File: src/rtl/fast_serial_device.sv
// Fast-serial (FSDI/FSDO/FSCLK) device endpoint: RX frames into a FWFT FIFO,
// TX bytes out to the host, both timed by a host clock sampled in i_clk.
// Ports: i_clk/i_rst core clock and async reset; i_fsclk/i_fsdi/o_fsdo/o_fscts
// host serial lines; i_tx_data/i_tx_valid/o_tx_ready byte-in handshake;
// o_rx_data/o_rx_dest/o_rx_valid/i_rx_ready FIFO head; o_overrun drop pulse.
module fast_serial_device #(
  parameter int unsigned RX_DEPTH   = 4,
  parameter bit          SOURCE_BIT = 1'b0
) (
  input  logic       i_clk,
  input  logic       i_rst,
  input  logic       i_fsclk,
  input  logic       i_fsdi,
  output logic       o_fsdo,
  output logic       o_fscts,
  input  logic [7:0] i_tx_data,
  input  logic       i_tx_valid,
  output logic       o_tx_ready,
  output logic [7:0] o_rx_data,
  output logic       o_rx_dest,
  output logic       o_rx_valid,
  input  logic       i_rx_ready,
  output logic       o_overrun
);

  localparam int unsigned AW = $clog2(RX_DEPTH);
  localparam int unsigned CW = AW + 1;
  localparam logic [CW-1:0] FULL_CNT = CW'(RX_DEPTH);

  typedef enum logic [1:0] {
    RX_IDLE = 2'd0,
    RX_DATA = 2'd1,
    RX_DEST = 2'd2
  } rx_state_e;

  typedef enum logic [2:0] {
    TX_IDLE  = 3'd0,
    TX_WAIT  = 3'd1,
    TX_START = 3'd2,
    TX_DATA  = 3'd3,
    TX_SRC   = 3'd4,
    TX_STOP  = 3'd5
  } tx_state_e;

  // Both lines get the same depth so a sampled bit stays aligned with its
  // clock edge; the third fsclk flop only serves edge detection.
  logic fsclk_s1_q, fsclk_s2_q, fsclk_d1_q;
  logic fsdi_s1_q, fsdi_s2_q;
  logic fs_rise, fs_fall;

  always_ff @(posedge i_clk or posedge i_rst) begin
    if (i_rst) begin
      fsclk_s1_q <= 1'b1;
      fsclk_s2_q <= 1'b1;
      fsclk_d1_q <= 1'b1;
      fsdi_s1_q  <= 1'b1;
      fsdi_s2_q  <= 1'b1;
    end else begin
      fsclk_s1_q <= i_fsclk;
      fsclk_s2_q <= fsclk_s1_q;
      fsclk_d1_q <= fsclk_s2_q;
      fsdi_s1_q  <= i_fsdi;
      fsdi_s2_q  <= fsdi_s1_q;
    end
  end

  assign fs_rise = fsclk_s2_q & ~fsclk_d1_q;
  assign fs_fall = ~fsclk_s2_q & fsclk_d1_q;

  // ---------------- RX ----------------
  rx_state_e   rx_state_q, rx_state_d;
  logic [2:0]  rx_cnt_q, rx_cnt_d;
  logic [7:0]  rx_shift_q, rx_shift_d;
  logic        rx_dest_q, rx_dest_d;
  logic        rx_push_q, rx_push_d;
  logic        cts_q, cts_d;

  logic [8:0]    mem_q [RX_DEPTH];
  logic [AW-1:0] wr_ptr_q, rd_ptr_q;
  logic [CW-1:0] count_q;
  logic          full, empty, push, pop;
  logic [8:0]    head;

  always_ff @(posedge i_clk or posedge i_rst) begin
    if (i_rst) begin
      rx_state_q <= RX_IDLE;
      rx_cnt_q   <= '0;
      rx_shift_q <= '0;
      rx_dest_q  <= 1'b0;
      rx_push_q  <= 1'b0;
      cts_q      <= 1'b0;
    end else begin
      rx_state_q <= rx_state_d;
      rx_cnt_q   <= rx_cnt_d;
      rx_shift_q <= rx_shift_d;
      rx_dest_q  <= rx_dest_d;
      rx_push_q  <= rx_push_d;
      cts_q      <= cts_d;
    end
  end

  always_comb begin
    rx_state_d = rx_state_q;
    rx_cnt_d   = rx_cnt_q;
    rx_shift_d = rx_shift_q;
    rx_dest_d  = rx_dest_q;
    unique case (rx_state_q)
      RX_IDLE: begin
        if (fs_rise && !fsdi_s2_q) begin
          rx_state_d = RX_DATA;
          rx_cnt_d   = '0;
        end
      end
      RX_DATA: begin
        if (fs_rise) begin
          rx_shift_d = {fsdi_s2_q, rx_shift_q[7:1]};
          rx_cnt_d   = rx_cnt_q + 3'd1;
          if (rx_cnt_q == 3'd7) rx_state_d = RX_DEST;
        end
      end
      RX_DEST: begin
        if (fs_rise) begin
          rx_dest_d  = fsdi_s2_q;
          rx_state_d = RX_IDLE;
        end
      end
      default: rx_state_d = RX_IDLE;
    endcase
  end

  // CTS is frozen for the whole frame so the host sees a stable level.
  always_comb begin
    rx_push_d = (rx_state_q == RX_DEST) && fs_rise;
    cts_d     = cts_q;
    if (rx_state_q == RX_IDLE) cts_d = (count_q < FULL_CNT);
  end

  assign full  = (count_q == FULL_CNT);
  assign empty = (count_q == '0);
  assign push  = rx_push_q & ~full;
  assign pop   = ~empty & i_rx_ready;

  always_ff @(posedge i_clk or posedge i_rst) begin
    if (i_rst) begin
      wr_ptr_q <= '0;
      rd_ptr_q <= '0;
      count_q  <= '0;
    end else begin
      if (push) wr_ptr_q <= wr_ptr_q + 1'b1;
      if (pop)  rd_ptr_q <= rd_ptr_q + 1'b1;
      unique case ({push, pop})
        2'b10:   count_q <= count_q + 1'b1;
        2'b01:   count_q <= count_q - 1'b1;
        default: count_q <= count_q;
      endcase
    end
  end

  always_ff @(posedge i_clk) begin
    if (push) mem_q[wr_ptr_q] <= {rx_dest_q, rx_shift_q};
  end

  // Storage is not reset; the empty gate keeps the head at zero instead.
  assign head       = mem_q[rd_ptr_q];
  assign o_rx_valid = ~empty;
  assign o_rx_data  = empty ? 8'h00 : head[7:0];
  assign o_rx_dest  = ~empty & head[8];
  assign o_overrun  = rx_push_q & full;
  assign o_fscts    = cts_q;

  // ---------------- TX ----------------
  tx_state_e  tx_state_q, tx_state_d;
  logic [7:0] tx_byte_q, tx_byte_d;
  logic [2:0] tx_cnt_q, tx_cnt_d;
  logic       tx_fsdo_q, tx_fsdo_d;
  logic       tx_live_q;
  logic       tx_accept;

  always_ff @(posedge i_clk or posedge i_rst) begin
    if (i_rst) begin
      tx_state_q <= TX_IDLE;
      tx_byte_q  <= '0;
      tx_cnt_q   <= '0;
      tx_fsdo_q  <= 1'b1;
      tx_live_q  <= 1'b0;
    end else begin
      tx_state_q <= tx_state_d;
      tx_byte_q  <= tx_byte_d;
      tx_cnt_q   <= tx_cnt_d;
      tx_fsdo_q  <= tx_fsdo_d;
      tx_live_q  <= 1'b1;
    end
  end

  assign tx_accept = i_tx_valid & o_tx_ready;

  always_comb begin
    tx_state_d = tx_state_q;
    tx_byte_d  = tx_byte_q;
    tx_cnt_d   = tx_cnt_q;
    unique case (tx_state_q)
      TX_IDLE: begin
        if (tx_accept) begin
          tx_byte_d  = i_tx_data;
          tx_state_d = TX_WAIT;
        end
      end
      TX_WAIT:  if (fs_fall) tx_state_d = TX_START;
      TX_START: begin
        if (fs_fall) begin
          tx_state_d = TX_DATA;
          tx_cnt_d   = '0;
        end
      end
      TX_DATA: begin
        if (fs_fall) begin
          if (tx_cnt_q == 3'd7) tx_state_d = TX_SRC;
          else tx_cnt_d = tx_cnt_q + 3'd1;
        end
      end
      TX_SRC:  if (fs_fall) tx_state_d = TX_STOP;
      TX_STOP: if (fs_fall) tx_state_d = TX_IDLE;
      default: tx_state_d = TX_IDLE;
    endcase
  end

  // tx_cnt_q names the bit on the line; a fall advances to the next one.
  always_comb begin
    o_tx_ready = (tx_state_q == TX_IDLE) & tx_live_q;
    tx_fsdo_d  = tx_fsdo_q;
    if (fs_fall) begin
      unique case (tx_state_q)
        TX_WAIT:  tx_fsdo_d = 1'b0;
        TX_START: tx_fsdo_d = tx_byte_q[0];
        TX_DATA:  tx_fsdo_d = (tx_cnt_q == 3'd7) ? SOURCE_BIT
                                                  : tx_byte_q[tx_cnt_q + 3'd1];
        TX_SRC:   tx_fsdo_d = 1'b1;
        default:  tx_fsdo_d = tx_fsdo_q;
      endcase
    end
  end

  assign o_fsdo = tx_fsdo_q;

endmodule

File: config.mk
export PLATFORM = sky130hd
export DESIGN_NAME = fast_serial_device
export DESIGN_NICKNAME = d
export VERILOG_FILES = /design/src/rtl/fast_serial_device.sv
export SDC_FILE = /design/constraint.sdc
export NUM_CORES = 1
export LEC_CHECK = 0
export ABC_CLOCK_PERIOD_IN_PS = 2600
export CAP_MARGIN = 30
export CORE_MARGIN = 5
export CORE_UTILIZATION = 55
export CTS_BUF_LIST = sky130_fd_sc_hd__clkbuf_8
export DETAILED_ROUTE_END_ITERATION = 7
export GPL_TIMING_DRIVEN = 0
export PLACE_DENSITY = 0.8
export SYNTH_ARGS = -nofsm -noshare
export SYNTH_HDL_FRONTEND = slang
export SYNTH_SLANG_ARGS = --single-unit
File: constraint.sdc
create_clock -name i_clk -period 2.6 [get_ports i_clk]
set_input_delay 0.65 -clock i_clk [delete_from_list [all_inputs] [get_ports i_clk]]
set_output_delay 0.65 -clock i_clk [all_outputs]
set_load 0.02 [all_outputs]
# --- Word-level counts from Yosys, hierarchy flattened ---
# Memories as Yosys holds them, arrays and structs flattened.
# Index checks and enable logic that the tools add are counted.
totals:
  regBits: 44
  romBits: 0
  mem_bits_rw: 36
  latchBits: 0
  out_inout_bits: 14
  n_memories: 1
classes:
  n_eq_ne: 24
  n_addsub: 6
  div_mod_pow: 0
  n_shift: 0
  n_bitwise: 12
  n_mul: 0
  reduce_logical: 18
  n_mux: 27
  order_cmp: 2
mem_list:
  columns: ["name", "depth", "word_bits", "rd", "rd_clocked_by_memory_dff", "wr", "line", "source"]
  rows:
  - ["mem_q", 4, 9, 1, 0, 1, "78", "logic [8:0] mem_q [RX_DEPTH];"]
op_table:
  columns: ["operator", "count"]
  rows:
  - ["3-bit 2-to-1 mux", 11]
  - ["2-bit inequality test, second input constant", 12]
  - ["3-bit one-hot mux with 2 select lines", 3]
  - ["3-bit one-hot mux with 6 select lines", 1]
  - ["3-bit equality test, second input constant", 5]
  - ["3-bit by 1-bit adder with 3-bit output, second input constant", 3]
  - ["1-bit bitwise AND", 8]
  - ["2-bit 2-to-1 mux", 4]
  - ["8-bit 2-to-1 mux", 1]
  - ["2-bit AND reduction", 4]
  - ["4-bit AND reduction", 2]
  - ["7-bit AND reduction", 1]
  - ["3-bit by 2-bit equality test with 1-bit output, second input constant", 2]
  - ["3-bit logical NOT", 2]
  - ["2-bit one-hot mux with 3 select lines", 1]
  - ["2-bit nonzero test", 3]
  - ["2-bit by 1-bit adder with 2-bit output, second input constant", 2]
  - ["2-bit by 1-bit equality test with 1-bit output, second input constant", 2]
  - ["2-bit equality test, second input constant", 2]
  - ["3-bit by 4-bit less-than comparator with 1-bit output, second input constant", 1]
  - ["1-bit 2-to-1 mux", 4]
  - ["1-bit NOT", 4]
  - ["1-bit one-hot mux with 4 select lines", 1]
  - ["4-bit nonzero test", 1]
  - ["8 further kinds", 9]

# --- Logic depth before layout (Yosys ltp) ---
# Gate-level depths: netlist of the first run.
depth:
  depth_word: 5
  ltp_mapped: 9

# --- Least setup slack after synthesis of the first run ---
# OpenSTA, ideal clock, no wires.
synth_path:
  kind: "flip-flop to output port"
  from: "register rd_ptr_q[0]"
  to: "output o_rx_data[0]"
  required_time_ns: 1.950
  n_path_buf: 1
  stages_incl_launch_ff: 4
  arrival_ns: 1.358
  setup_slack_ns: 0.592
  path_cell_list: "dfrtp_1 > buf_2 > mux4_2 > and2_1"
synth_via:
  elab_chain_len: 2
synth_rtl:
  columns: ["element", "line", "source"]
  rows:
  - ["start, declared", "79", "logic [AW-1:0] wr_ptr_q, rd_ptr_q;"]
  - ["start signal, assigned", "150", "if (pop) rd_ptr_q <= rd_ptr_q + 1'b1;"]
  - ["memory read 4 x 9 bit", null, null]
  - ["8-bit 2-to-1 mux", "166", "assign o_rx_data = empty ? 8'h00 : head[7:0];"]
  - ["end, declared", "19", "output logic [7:0] o_rx_data,"]
# Every way passes these cells.

# --- Worst setup path after layout of the first run ---
layout_path:
  from: "register rd_ptr_q[0]"
  to: "output o_rx_data[3]"
# Same word-level chain as after synthesis.

==> flow_results.xml, run 1 <==
<?xml version="1.0" encoding="UTF-8"?>
<metrics>
  <group name="outcome">
    <metric name="status" unit="">complete, no violations</metric>
  </group>
  <group name="clocking">
    <metric name="h-tree-depth" unit="">3</metric>
    <metric name="worst_skew_pair.late_latency" unit="ps">340</metric>
    <metric name="clock_sinks" unit="">80</metric>
    <metric name="cts_root_buf" unit="">clkbuf_8</metric>
    <metric name="cts_tree" unit="">yes</metric>
    <metric name="hold_bufs_at_cts" unit="">0</metric>
    <metric name="cts.path.max_buffers" unit="">2</metric>
    <metric name="cts_made_buffers" unit="">9</metric>
    <metric name="clkSlewWorstSetupHoldPaths" unit="ps">70</metric>
  </group>
  <group name="power_and_ir_drop">
    <metric name="comb_power_share" unit="%">30.2</metric>
    <metric name="internal_power" unit="mW">2.80</metric>
    <metric name="powerDensity" unit="mW/mm^2">1010</metric>
    <metric name="maximum_vdd_drop" unit="mV">0.579</metric>
    <metric name="power.share.sequential" unit="%">47.4</metric>
    <metric name="share_clk_of_total_power" unit="%">22.4</metric>
    <metric name="finalPower" unit="mW">3.99</metric>
    <metric name="total_leakage_power" unit="nW">1.61</metric>
    <metric name="switching_part_of_the_total_power" unit="%">29.9</metric>
    <metric name="switchingPower" unit="mW">1.19</metric>
  </group>
  <group name="setup_path">
    <metric name="worst-path-buf-inv" unit="">2</metric>
    <metric name="critical_path_peak_fanout" unit="">9</metric>
    <metric name="worst-r2r-cell-count" unit="">8</metric>
    <metric name="timing.critical_path.required" unit="ps">1950</metric>
    <metric name="timing.critical_path.slowest_cell_delay" unit="ps">490</metric>
    <metric name="worst-path-stages" unit="">4</metric>
    <metric name="crit_slowest_cell" unit="">mux4_2</metric>
    <metric name="critical_path_arrival" unit="ps">1850</metric>
    <metric name="critical_path_sink_type" unit="">primary output</metric>
    <metric name="worst-setup-path-type" unit="">reg -&gt; out</metric>
    <metric name="timing.critical_path.from_type" unit="">flip-flop</metric>
    <metric name="cp_top_family" unit="">multiplexers</metric>
    <metric name="crit_path_cell_trace" unit="">buf_12 &gt; mux4_2 &gt; and2_1 &gt; dlygate4sd2_1</metric>
  </group>
  <group name="synth">
    <metric name="synth.net_count" unit="">237</metric>
    <metric name="asyncSetResetFlopFracSynth" unit="%">55.0</metric>
    <metric name="synth_simple_gate_area_share" unit="%">8.42</metric>
    <metric name="synth.mux.area_fraction" unit="%">14.0</metric>
    <metric name="synth_xor_xnor_area_share" unit="%">1.56</metric>
    <metric name="synth_ff_type" unit="">dfrtp_1</metric>
    <metric name="yosys.area_share.adder" unit="%">3.95</metric>
    <metric name="synth_compound_area_share" unit="%">5.03</metric>
    <metric name="ffs_latches_synth" unit="">80</metric>
    <metric name="yosysTopAreaCellShare" unit="%">32.2</metric>
    <metric name="synth-edff-count" unit="">36</metric>
    <metric name="synth_top_family_by_area" unit="">multiplexers</metric>
    <metric name="synth.area.top_cells" unit="">edfxtp_1, dfrtp_1, mux4_2</metric>
    <metric name="yosysSeqAreaShare" unit="%">65.2</metric>
    <metric name="synth_warnings" unit="">0</metric>
    <metric name="cell_type_with_the_largest_total_area_after_synthesis" unit="">edfxtp_1</metric>
    <metric name="synthesis.area_per_instance" unit="um^2">15.8</metric>
    <metric name="synth_cell_type_count" unit="">40</metric>
    <metric name="synthesis.area" unit="mm^2">0.00336</metric>
    <metric name="synthCells" unit="">213</metric>
  </group>
  <group name="final_layout">
    <metric name="layout.cell_area.non_filler" unit="mm^2">0.00395</metric>
    <metric name="layoutNonFillerInstCount" unit="">331</metric>
    <metric name="layout_commonest_cell" unit="">dfrtp_1</metric>
    <metric name="num_antenna_cells" unit="">0</metric>
    <metric name="area_delta_synth_final" unit="%">17.5</metric>
    <metric name="area_taken_by_multi_input_logic_gates" unit="mm^2">0.00112</metric>
    <metric name="layout.nets" unit="">275</metric>
    <metric name="num-fill-cells" unit="">438</metric>
    <metric name="commonest_cells_after_routing_fill_and_taps_aside" unit="">dfrtp_1, edfxtp_1, mux2_2</metric>
    <metric name="finalCoreUtilization" unit="%">66.6</metric>
    <metric name="final_layout_size_suffix_gt1_share" unit="%">22.3</metric>
    <metric name="area_of_all_sequential_standard_cells" unit="mm^2">0.00219</metric>
  </group>
  <group name="min_path">
    <metric name="hold_path_class" unit="">reg -&gt; reg</metric>
    <metric name="worst_hold_path_depth" unit="">0</metric>
  </group>
  <group name="sta">
    <metric name="slew-limit-headroom" unit="%">42.0</metric>
    <metric name="maxClockFrequency" unit="MHz">400</metric>
    <metric name="timing.clock.skew" unit="ps">6.26</metric>
    <metric name="final_setup_tns" unit="ps">0</metric>
    <metric name="maxSlewViolCount" unit="">0</metric>
    <metric name="final.period_utilization" unit="%">96.2</metric>
    <metric name="final-hold-violation-count" unit="">0</metric>
    <metric name="final.min_clock_period" unit="ps">2500</metric>
    <metric name="grt_setup_unrepaired" unit="">false</metric>
    <metric name="worst_pin_slew" unit="ps">869</metric>
    <metric name="setup_viol" unit="">0</metric>
  </group>
  <group name="routing">
    <metric name="detail_route.wirelength" unit="um">5080</metric>
    <metric name="avgRoutedWirePerCell" unit="um">15.3</metric>
    <metric name="route.detailed.vias_per_inst" unit="">5.49</metric>
    <metric name="met2RoutedLength" unit="um">2500</metric>
    <metric name="iteration_0_drc_markers" unit="">134</metric>
    <metric name="drtPass1Iterations" unit="">4</metric>
    <metric name="drc_errors" unit="">0</metric>
    <metric name="route.antenna.remaining_nets" unit="">0</metric>
    <metric name="met1_length" unit="um">2230</metric>
    <metric name="met3WireLength" unit="um">229</metric>
    <metric name="total_via_count_after_detailed_routing" unit="">1817</metric>
    <metric name="topRoutingLayerUsed" unit="">met4</metric>
  </group>
  <group name="die">
    <metric name="die_h" unit="um">88.1</metric>
    <metric name="die_area" unit="mm^2">0.00777</metric>
    <metric name="io_pins" unit="">28</metric>
    <metric name="num_rows" unit="">28</metric>
    <metric name="initial_cell_density_of_the_core" unit="%">56.7</metric>
    <metric name="total_core_area" unit="mm^2">0.00592</metric>
    <metric name="die_span_x" unit="um">88.1</metric>
  </group>
  <group name="global_route">
    <metric name="antenna_found_initial" unit="">0</metric>
    <metric name="vias_in_the_first_global_route" unit="">1849</metric>
    <metric name="grt_first_pass_wirelength" unit="um">8830</metric>
    <metric name="grt_start_max_net_pins" unit="">45</metric>
    <metric name="grt_use_total" unit="%">15.4</metric>
    <metric name="globalRoute.totalOverflow" unit="">0</metric>
  </group>
  <group name="place">
    <metric name="port_buffers" unit="">27</metric>
    <metric name="cell_area_placed" unit="mm^2">0.00372</metric>
    <metric name="detail_placement_hpwl" unit="um">3500</metric>
    <metric name="globalplace.congestion" unit="">0.743</metric>
    <metric name="dp_cells" unit="">315</metric>
  </group>
  <group name="job">
    <metric name="drv.max_cap_violation_count" unit="">0</metric>
  </group>
</metrics>
flip-flops by register name, indices dropped and copies added (netlist names):
name and cells:
count_q 3, fsclk_d1_q 1, fsclk_s1_q 1, fsclk_s2_q 1, fsdi_s1_q 1, fsdi_s2_q 1, mem_q 36, o_fscts 1
o_fsdo 1, rd_ptr_q 2, rx_cnt_q 3, rx_dest_q 1, rx_push_q 1, rx_shift_q 8, rx_state_q 2, tx_byte_q 8
tx_cnt_q 3, tx_live_q 1, tx_state_q 3, wr_ptr_q 2
what timing repair did:
action | in CTS | in global routing
setup endpoints to repair | 10 | 9
buffers inserted | 0 | 2
gates resized for setup | 14 | 7
gates cloned | 0 | 0
cell type report:
cell class	count	area share [%]
well taps	75	2.38
inverters	8	0.761
clock buffers	11	3.84
flip-flops and latches	80	55.5
repair buffers	29	7.17
plain buffers	4	0.856
clock inverters	5	1.14
multi-input cells	119	28.3
metal layers:
metal / vias up / GRT usage, %
met5: - / 0
li1: 857 / -
met4: 0 / 8.24
met2: 38 / 24.7
met1: 912 / 19.8
met3: 10 / 3.29
path summary, 6_finish.rpt:
check / startpoint / to / slack [ps]
setup / recovery: rd_ptr_q[0] / o_rx_data[3] / 100
hold / removal: fsclk_s1_q / fsclk_s2_q / 360
setup reg to reg: count_q[2] / count_q[2] / 550
hold reg to reg: fsclk_s1_q / fsclk_s2_q / 360
max in group asynchronous: i_rst / rd_ptr_q[1] / 1190
min in group asynchronous: i_rst / o_fscts / 810
synth_stat cells, drive strengths merged, types with 2 or more instances:
master and instances:
a22o 6, dfstp 6, nor2b 3, and3 2
clkbuf 3, nor3 3, dfrtp 38, edfxtp 36
xnor2 3, a21o 2, ha 9, xor2 3
and2 14, inv 8, mux4 11, nand3 2
o21ai 4, nand2 6, a21oi 5, mux2 19
buf 3, nand2b 3, nor2 9
stage by stage:
| stage | setup slack, ps | hold slack [ps] |
|---|---|---|
| finish | 99.5 | 358 |
| floorplan | 592 | 345 |
| global placement | 2.71 | 346 |
| CTS | 4.26 | 359 |
| detailed placement | 1.29 | 347 |
| global route | 5.90 | 366 |
power by group through the flow:
stage / sequential [mW] / clock [mW] / combinational, mW
2_1_floorplan: 1.83 / 0 / 0.876
3_3_place_gp: 1.86 / 0 / 1.22
3_5_place_dp: 1.88 / 0 / 1.26
4_1_cts: 1.89 / 0.916 / 1.18
5_1_grt: 1.93 / 0.985 / 1.33
6_report: 1.89 / 0.893 / 1.20
logic make-up (layout without fill, tap and decap cells):
group	after synthesis	count (layout)
AOI/OAI and AO/OA	24	24
xor gates and xnor gates	6	6
adders and majority gates	10	10
buffers and inverters	14	57
DFF	80	80
muxes	31	31
other	1	1
and+or+nand+nor	47	47
(Power assumes the default switching activity.)
==> run 2, diff against run 1 <==
--- a/config.mk
+++ b/config.mk
@@ -9,9 +9,10 @@
 export CAP_MARGIN = 30
 export CORE_MARGIN = 5
 export CORE_UTILIZATION = 55
-export CTS_BUF_LIST = sky130_fd_sc_hd__clkbuf_8
+export CTS_BUF_LIST = sky130_fd_sc_hd__clkbuf_2
 export DETAILED_ROUTE_END_ITERATION = 7
 export GPL_TIMING_DRIVEN = 0
+export HOLD_SLACK_MARGIN = 0.1
 export PLACE_DENSITY = 0.8
 export SYNTH_ARGS = -nofsm -noshare
 export SYNTH_HDL_FRONTEND = slang
==> flow_results.xml, run 2 (synthesis gave the netlist of run 1 again) <==
<?xml version="1.0" encoding="UTF-8"?>
<metrics>
  <group name="power_and_ir_drop">
    <metric name="total_leakage_power" unit="nW">1.59</metric>
    <metric name="maximum_vdd_drop" unit="mV">0.571</metric>
    <metric name="switching_part_of_the_total_power" unit="%">31.2</metric>
    <metric name="comb_power_share" unit="%">34.1</metric>
    <metric name="switchingPower" unit="mW">1.19</metric>
    <metric name="finalPower" unit="mW">3.80</metric>
    <metric name="power.share.sequential" unit="%">49.7</metric>
    <metric name="powerDensity" unit="mW/mm^2">981</metric>
    <metric name="share_clk_of_total_power" unit="%">16.2</metric>
    <metric name="internal_power" unit="mW">2.62</metric>
  </group>
  <group name="die">
    <metric name="io_pins" unit="">28</metric>
    <metric name="die_area" unit="mm^2">0.00777</metric>
    <metric name="die_span_x" unit="um">88.1</metric>
    <metric name="initial_cell_density_of_the_core" unit="%">56.7</metric>
    <metric name="total_core_area" unit="mm^2">0.00592</metric>
    <metric name="num_rows" unit="">28</metric>
    <metric name="die_h" unit="um">88.1</metric>
  </group>
  <group name="outcome">
    <metric name="status" unit="">complete, no violations</metric>
  </group>
  <group name="final_layout">
    <metric name="top_register_by_number_of_flip_flops" unit="">mem_q</metric>
    <metric name="layoutNonFillerInstCount" unit="">333</metric>
    <metric name="num_antenna_cells" unit="">0</metric>
    <metric name="largest_registers" unit="">mem_q x36, rx_shift_q x8, tx_byte_q x8</metric>
    <metric name="commonest_cells_after_routing_fill_and_taps_aside" unit="">dfrtp_1, edfxtp_1, mux2_2</metric>
    <metric name="area_delta_synth_final" unit="%">15.4</metric>
    <metric name="layout.nets" unit="">277</metric>
    <metric name="flip_flop_count_of_the_largest_register_all_copies_and_words_added" unit="">36</metric>
    <metric name="final_layout_size_suffix_gt1_share" unit="%">28.7</metric>
  </group>
  <group name="setup_path">
    <metric name="critical_path_peak_fanout" unit="">4</metric>
    <metric name="worst-setup-path-type" unit="">reg -&gt; out</metric>
    <metric name="timing.critical_path.required" unit="ps">1950</metric>
    <metric name="critical_path_arrival" unit="ps">1920</metric>
    <metric name="critical_path_sink_type" unit="">primary output</metric>
    <metric name="timing.critical_path.from_type" unit="">flip-flop</metric>
  </group>
  <group name="clocking">
    <metric name="cts_made_buffers" unit="">9</metric>
    <metric name="h-tree-depth" unit="">3</metric>
    <metric name="clock_sinks" unit="">80</metric>
    <metric name="hold_bufs_at_cts" unit="">0</metric>
    <metric name="cts_root_buf" unit="">clkbuf_2</metric>
    <metric name="worst_skew_pair.late_latency" unit="ps">480</metric>
    <metric name="clkSlewWorstSetupHoldPaths" unit="ps">190</metric>
    <metric name="cts.path.max_buffers" unit="">2</metric>
    <metric name="cts_tree" unit="">yes</metric>
  </group>
  <group name="global_route">
    <metric name="grt_use_total" unit="%">15.1</metric>
    <metric name="antenna_found_initial" unit="">0</metric>
    <metric name="vias_in_the_first_global_route" unit="">1840</metric>
    <metric name="grt_start_max_net_pins" unit="">45</metric>
    <metric name="globalRoute.totalOverflow" unit="">0</metric>
    <metric name="grt_first_pass_wirelength" unit="um">8690</metric>
  </group>
  <group name="sta">
    <metric name="final.min_clock_period" unit="ps">2570</metric>
    <metric name="final-hold-violation-count" unit="">0</metric>
    <metric name="maxSlewViolCount" unit="">0</metric>
    <metric name="setup_viol" unit="">0</metric>
    <metric name="final_setup_tns" unit="ps">0</metric>
    <metric name="worst_pin_slew" unit="ps">882</metric>
    <metric name="maxClockFrequency" unit="MHz">390</metric>
    <metric name="final.period_utilization" unit="%">98.7</metric>
    <metric name="final.setup.worst_slack" unit="ps">34.6</metric>
    <metric name="grt_setup_unrepaired" unit="">true</metric>
    <metric name="timing.clock.skew" unit="ps">17.9</metric>
    <metric name="slew-limit-headroom" unit="%">41.1</metric>
  </group>
  <group name="min_path">
    <metric name="hold_path_class" unit="">reg -&gt; reg</metric>
  </group>
  <group name="routing">
    <metric name="drtPass1Iterations" unit="">4</metric>
    <metric name="route.detailed.vias_per_inst" unit="">5.53</metric>
    <metric name="iteration_0_drc_markers" unit="">135</metric>
    <metric name="drc_errors" unit="">0</metric>
    <metric name="detail_route.wirelength" unit="um">5150</metric>
    <metric name="total_via_count_after_detailed_routing" unit="">1842</metric>
    <metric name="avgRoutedWirePerCell" unit="um">15.5</metric>
    <metric name="route.antenna.remaining_nets" unit="">0</metric>
    <metric name="met1_length" unit="um">2210</metric>
    <metric name="met3WireLength" unit="um">263</metric>
    <metric name="met2RoutedLength" unit="um">2610</metric>
    <metric name="topRoutingLayerUsed" unit="">met4</metric>
  </group>
  <group name="job">
    <metric name="drv.max_cap_violation_count" unit="">0</metric>
  </group>
  <group name="place">
    <metric name="port_buffers" unit="">27</metric>
    <metric name="pre_cts_slack" unit="ps">1.29</metric>
    <metric name="detail_placement_hpwl" unit="um">3500</metric>
    <metric name="globalplace.congestion" unit="">0.743</metric>
    <metric name="dp_cells" unit="">315</metric>
  </group>
</metrics>
==> run 2: repair_timing <==
item,in CTS,in global routing
gates cloned,0,1
setup endpoints to repair,11,10
pin swaps,0,4
buffers inserted,2,1
gates resized for setup,42,16
==> run 2: power by group through the flow <==
stage / Combinational (mW) / Sequential [mW] / Clock [mW]
global placement: 1.22 / 1.86 / 0
finish: 1.30 / 1.89 / 0.615
CTS: 1.19 / 1.88 / 0.634
global route: 1.42 / 1.93 / 0.705
floorplan: 0.876 / 1.83 / 0
detailed placement: 1.26 / 1.88 / 0
==> run 2: path summary, 6_finish.rpt <==
| check | from | endpoint | slack [ps] | depth (start not counted) |
|---|---|---|---|---|
| max in group asynchronous | i_rst | rd_ptr_q[0] | 1350 | 2 |
| setup reg to reg | count_q[2] | count_q[2] | 530 | 8 |
| hold / removal | fsdi_s1_q | fsdi_s2_q | 360 | 0 |
| min in group asynchronous | i_rst | tx_state_q[2] | 650 | 2 |
| hold reg to reg | fsdi_s1_q | fsdi_s2_q | 360 | 0 |
| setup / recovery | rd_ptr_q[0] | o_rx_data[3] | 30 | 5 |
==> run 2: layout make-up <==
cell class                      instances  area (um^2)
Buffer                                  4         28.8
Clock buffer                           13         65.1
Clock inverter                          3         37.5
Fill cell                             447         2050
Inverter                                8         30.0
Multi-Input combinational cell        119         1120
Sequential cell                        80         2190
Tap cell                               75         93.8
Timing Repair Buffer                   31          303
==> run 2: critical path, cell delays in order (launching register included) <==
cell and delay [ps]:
dfrtp_2 440, buf_6 110, clkbuf_16 130, mux4_2 490, and2_4 150, buf_6 120
==> run 2: routing by layer <==
| metal | global-route usage [%] | up-vias |
|---|---|---|
| li1 | - | 864 |
| met1 | 19.5 | 929 |
| met4 | 5.77 | 0 |
| met3 | 4.42 | 7 |
| met5 | 0 | - |
| met2 | 24.3 | 42 |
==> run 2: metrics by stage <==
| stage | util (%) | area (um^2) | hold WS [ps] |
|---|---|---|---|
| global placement | 62.9 | 3720 | 346 |
| floorplan | - | 3360 | 345 |
| finish | 65.4 | 3870 | 364 |
| detailed placement | 62.9 | 3720 | 347 |
| global route | 65.4 | 3870 | 379 |
| CTS | 64.3 | 3810 | 364 |
==> run 3, diff against run 2 <==
--- a/config.mk
+++ b/config.mk
@@ -8,12 +8,13 @@
 export ABC_CLOCK_PERIOD_IN_PS = 2600
 export CAP_MARGIN = 30
 export CORE_MARGIN = 5
-export CORE_UTILIZATION = 55
+export CORE_UTILIZATION = 60
 export CTS_BUF_LIST = sky130_fd_sc_hd__clkbuf_2
 export DETAILED_ROUTE_END_ITERATION = 7
 export GPL_TIMING_DRIVEN = 0
 export HOLD_SLACK_MARGIN = 0.1
-export PLACE_DENSITY = 0.8
+export PLACE_DENSITY = 0.86
+export SETUP_SLACK_MARGIN = 0.05
 export SYNTH_ARGS = -nofsm -noshare
 export SYNTH_HDL_FRONTEND = slang
 export SYNTH_SLANG_ARGS = --single-unit
==> flow_results.xml, run 3 (synthesis gave the netlist of run 1 again) <==
<?xml version="1.0" encoding="UTF-8"?>
<metrics>
  <group name="final_layout">
    <metric name="num-fill-cells" unit="">393</metric>
    <metric name="final_layout_size_suffix_gt1_share" unit="%">32.6</metric>
    <metric name="area_delta_synth_final" unit="%">16.0</metric>
    <metric name="top_register_by_number_of_flip_flops" unit="">mem_q</metric>
    <metric name="layout_commonest_cell" unit="">edfxtp_1</metric>
    <metric name="layout.nets" unit="">280</metric>
    <metric name="num_antenna_cells" unit="">0</metric>
    <metric name="commonest_cells_after_routing_fill_and_taps_aside" unit="">edfxtp_1, dfrtp_1, mux2_2</metric>
    <metric name="layoutNonFillerInstCount" unit="">333</metric>
    <metric name="flip_flop_count_of_the_largest_register_all_copies_and_words_added" unit="">36</metric>
    <metric name="largest_registers" unit="">mem_q x36, rx_shift_q x8, tx_byte_q x8</metric>
  </group>
  <group name="setup_path">
    <metric name="critical_path_sink_type" unit="">primary output</metric>
    <metric name="critical_path_arrival" unit="ps">1900</metric>
    <metric name="critical_path_peak_fanout" unit="">5</metric>
    <metric name="timing.critical_path.from_type" unit="">flip-flop</metric>
    <metric name="timing.critical_path.required" unit="ps">1950</metric>
    <metric name="worst-setup-path-type" unit="">reg -&gt; out</metric>
  </group>
  <group name="routing">
    <metric name="total_via_count_after_detailed_routing" unit="">1845</metric>
    <metric name="drtPass1Iterations" unit="">4</metric>
    <metric name="avgRoutedWirePerCell" unit="um">15.6</metric>
    <metric name="route.antenna.remaining_nets" unit="">0</metric>
    <metric name="detail_route.wirelength" unit="um">5190</metric>
    <metric name="route.detailed.vias_per_inst" unit="">5.54</metric>
    <metric name="drc_errors" unit="">0</metric>
    <metric name="iteration_0_drc_markers" unit="">115</metric>
  </group>
  <group name="clocking">
    <metric name="cts.path.max_buffers" unit="">2</metric>
    <metric name="worst_skew_pair.late_latency" unit="ps">500</metric>
    <metric name="cts_tree" unit="">yes</metric>
    <metric name="cts_root_buf" unit="">clkbuf_2</metric>
    <metric name="h-tree-depth" unit="">3</metric>
    <metric name="clkSlewWorstSetupHoldPaths" unit="ps">230</metric>
    <metric name="hold_bufs_at_cts" unit="">0</metric>
    <metric name="cts_made_buffers" unit="">9</metric>
    <metric name="clock_sinks" unit="">80</metric>
  </group>
  <group name="sta">
    <metric name="final.min_clock_period" unit="ps">2550</metric>
    <metric name="grt_setup_unrepaired" unit="">true</metric>
    <metric name="final-hold-violation-count" unit="">0</metric>
    <metric name="final.period_utilization" unit="%">97.9</metric>
    <metric name="maxSlewViolCount" unit="">0</metric>
    <metric name="final.setup.worst_slack" unit="ps">54.3</metric>
    <metric name="worst_pin_slew" unit="ps">886</metric>
    <metric name="maxClockFrequency" unit="MHz">393</metric>
    <metric name="timing.clock.skew" unit="ps">33.3</metric>
    <metric name="hold_slack_final" unit="ps">371</metric>
    <metric name="slew-limit-headroom" unit="%">40.8</metric>
    <metric name="setup_viol" unit="">0</metric>
  </group>
  <group name="die">
    <metric name="num_rows" unit="">27</metric>
    <metric name="total_core_area" unit="mm^2">0.00547</metric>
    <metric name="die_area" unit="mm^2">0.00719</metric>
    <metric name="io_pins" unit="">28</metric>
    <metric name="die_span_x" unit="um">84.8</metric>
    <metric name="initial_cell_density_of_the_core" unit="%">61.4</metric>
    <metric name="die_h" unit="um">84.8</metric>
  </group>
  <group name="global_route">
    <metric name="grt.met1_usage" unit="%">21.6</metric>
    <metric name="gr-max-usage-layer" unit="">met2</metric>
    <metric name="use_met3" unit="%">3.50</metric>
    <metric name="grt_use_total" unit="%">16.5</metric>
    <metric name="globalRoute.totalOverflow" unit="">0</metric>
    <metric name="grt_first_pass_wirelength" unit="um">9270</metric>
    <metric name="antenna_found_initial" unit="">0</metric>
    <metric name="grt_start_max_net_pins" unit="">45</metric>
    <metric name="vias_in_the_first_global_route" unit="">1940</metric>
    <metric name="grt_util_met2" unit="%">27.0</metric>
  </group>
  <group name="place">
    <metric name="dp_cells" unit="">312</metric>
    <metric name="port_buffers" unit="">27</metric>
    <metric name="globalplace.congestion" unit="">0.788</metric>
    <metric name="detail_placement_hpwl" unit="um">3570</metric>
    <metric name="pre_cts_slack" unit="ps">-16.9</metric>
  </group>
  <group name="power_and_ir_drop">
    <metric name="finalPower" unit="mW">3.85</metric>
    <metric name="powerDensity" unit="mW/mm^2">989</metric>
    <metric name="total_leakage_power" unit="nW">1.59</metric>
    <metric name="maximum_vdd_drop" unit="mV">0.586</metric>
  </group>
  <group name="job">
    <metric name="drv.max_cap_violation_count" unit="">0</metric>
  </group>
  <group name="min_path">
    <metric name="hold_path_class" unit="">reg -&gt; reg</metric>
  </group>
  <group name="outcome">
    <metric name="status" unit="">complete, no violations</metric>
  </group>
</metrics>
run 3: cell count changes in the layout (fill, tap and decap cells not counted), moves of 2 or more:
cell and change:
and2_1 -5, and2_4 +5, buf_6 +5, clkbuf_2 -3
clkinv_1 -2, clkinv_4 +2, clkinvlp_4 +2, inv_6 +2
run 3: what timing repair did:
| item | 4_1_cts | 5_1_grt |
|---|---|---|
| endpoints found under the setup margin | 12 | 11 |
| cloned | 1 | 0 |
| pin swaps | 1 | 0 |
| endpoints found under the hold margin | 0 | 0 |
| resized for setup | 65 | 10 |
| buffers inserted | 4 | 2 |
run 3: power by group:
part	leakage (nW)	internal [mW]	switching [mW]
logic	0.679	0.819	0.563
registers	0.850	1.63	0.258
clock network	0.0589	0.134	0.444
total	1.59	2.59	1.26
run 3: critical path, stage by stage (launching register included):
cell and delay, ps:
dfrtp_2 460, buf_8 140, mux4_2 500, and2_4 170
buf_6 120
run 3: worst paths after layout:
| kind | end | cells past startpoint | slack (ps) | startpoint |
|---|---|---|---|---|
| worst max-delay path | o_rx_data[3] | 4 | 50 | rd_ptr_q[0] |
| worst min-delay path | fsclk_s2_q | 0 | 370 | fsclk_s1_q |
| worst max register to register | count_q[2] | 10 | 460 | count_q[2] |
| worst min register to register | fsclk_s2_q | 0 | 370 | fsclk_s1_q |
| max in group asynchronous | tx_state_q[2] | 2 | 1350 | i_rst |
| min in group asynchronous | rx_shift_q[0] | 2 | 600 | i_rst |
run 3: routing by layer:
metal	up-vias	share of wire [%]
li1	870	-
met1	927	44
met2	39	51
met3	9	3.9
met4	0	1.5
met5	-	0
run 3: through the flow:
step / utilization [%] / instance area [um^2] / setup TNS (ps)
finish: 71.2 / 3900 / 0
global placement: 67.9 / 3720 / -1.12
CTS: 71.1 / 3890 / -118
detailed placement: 67.9 / 3720 / -24.7
floorplan: - / 3360 / 0
global route: 71.2 / 3900 / -400
run 3: cell type report:
class	instances	area, um^2	area share [%]
clock buffers	9	45.0	1.16
multi-input cells	119	1130	29.1
flip-flops and latches	80	2190	56.3
repair buffers	33	317	8.12
inverters	8	30.0	0.771
clock inverters	7	55.1	1.41
plain buffers	5	33.8	0.867
well taps	72	90.1	2.31
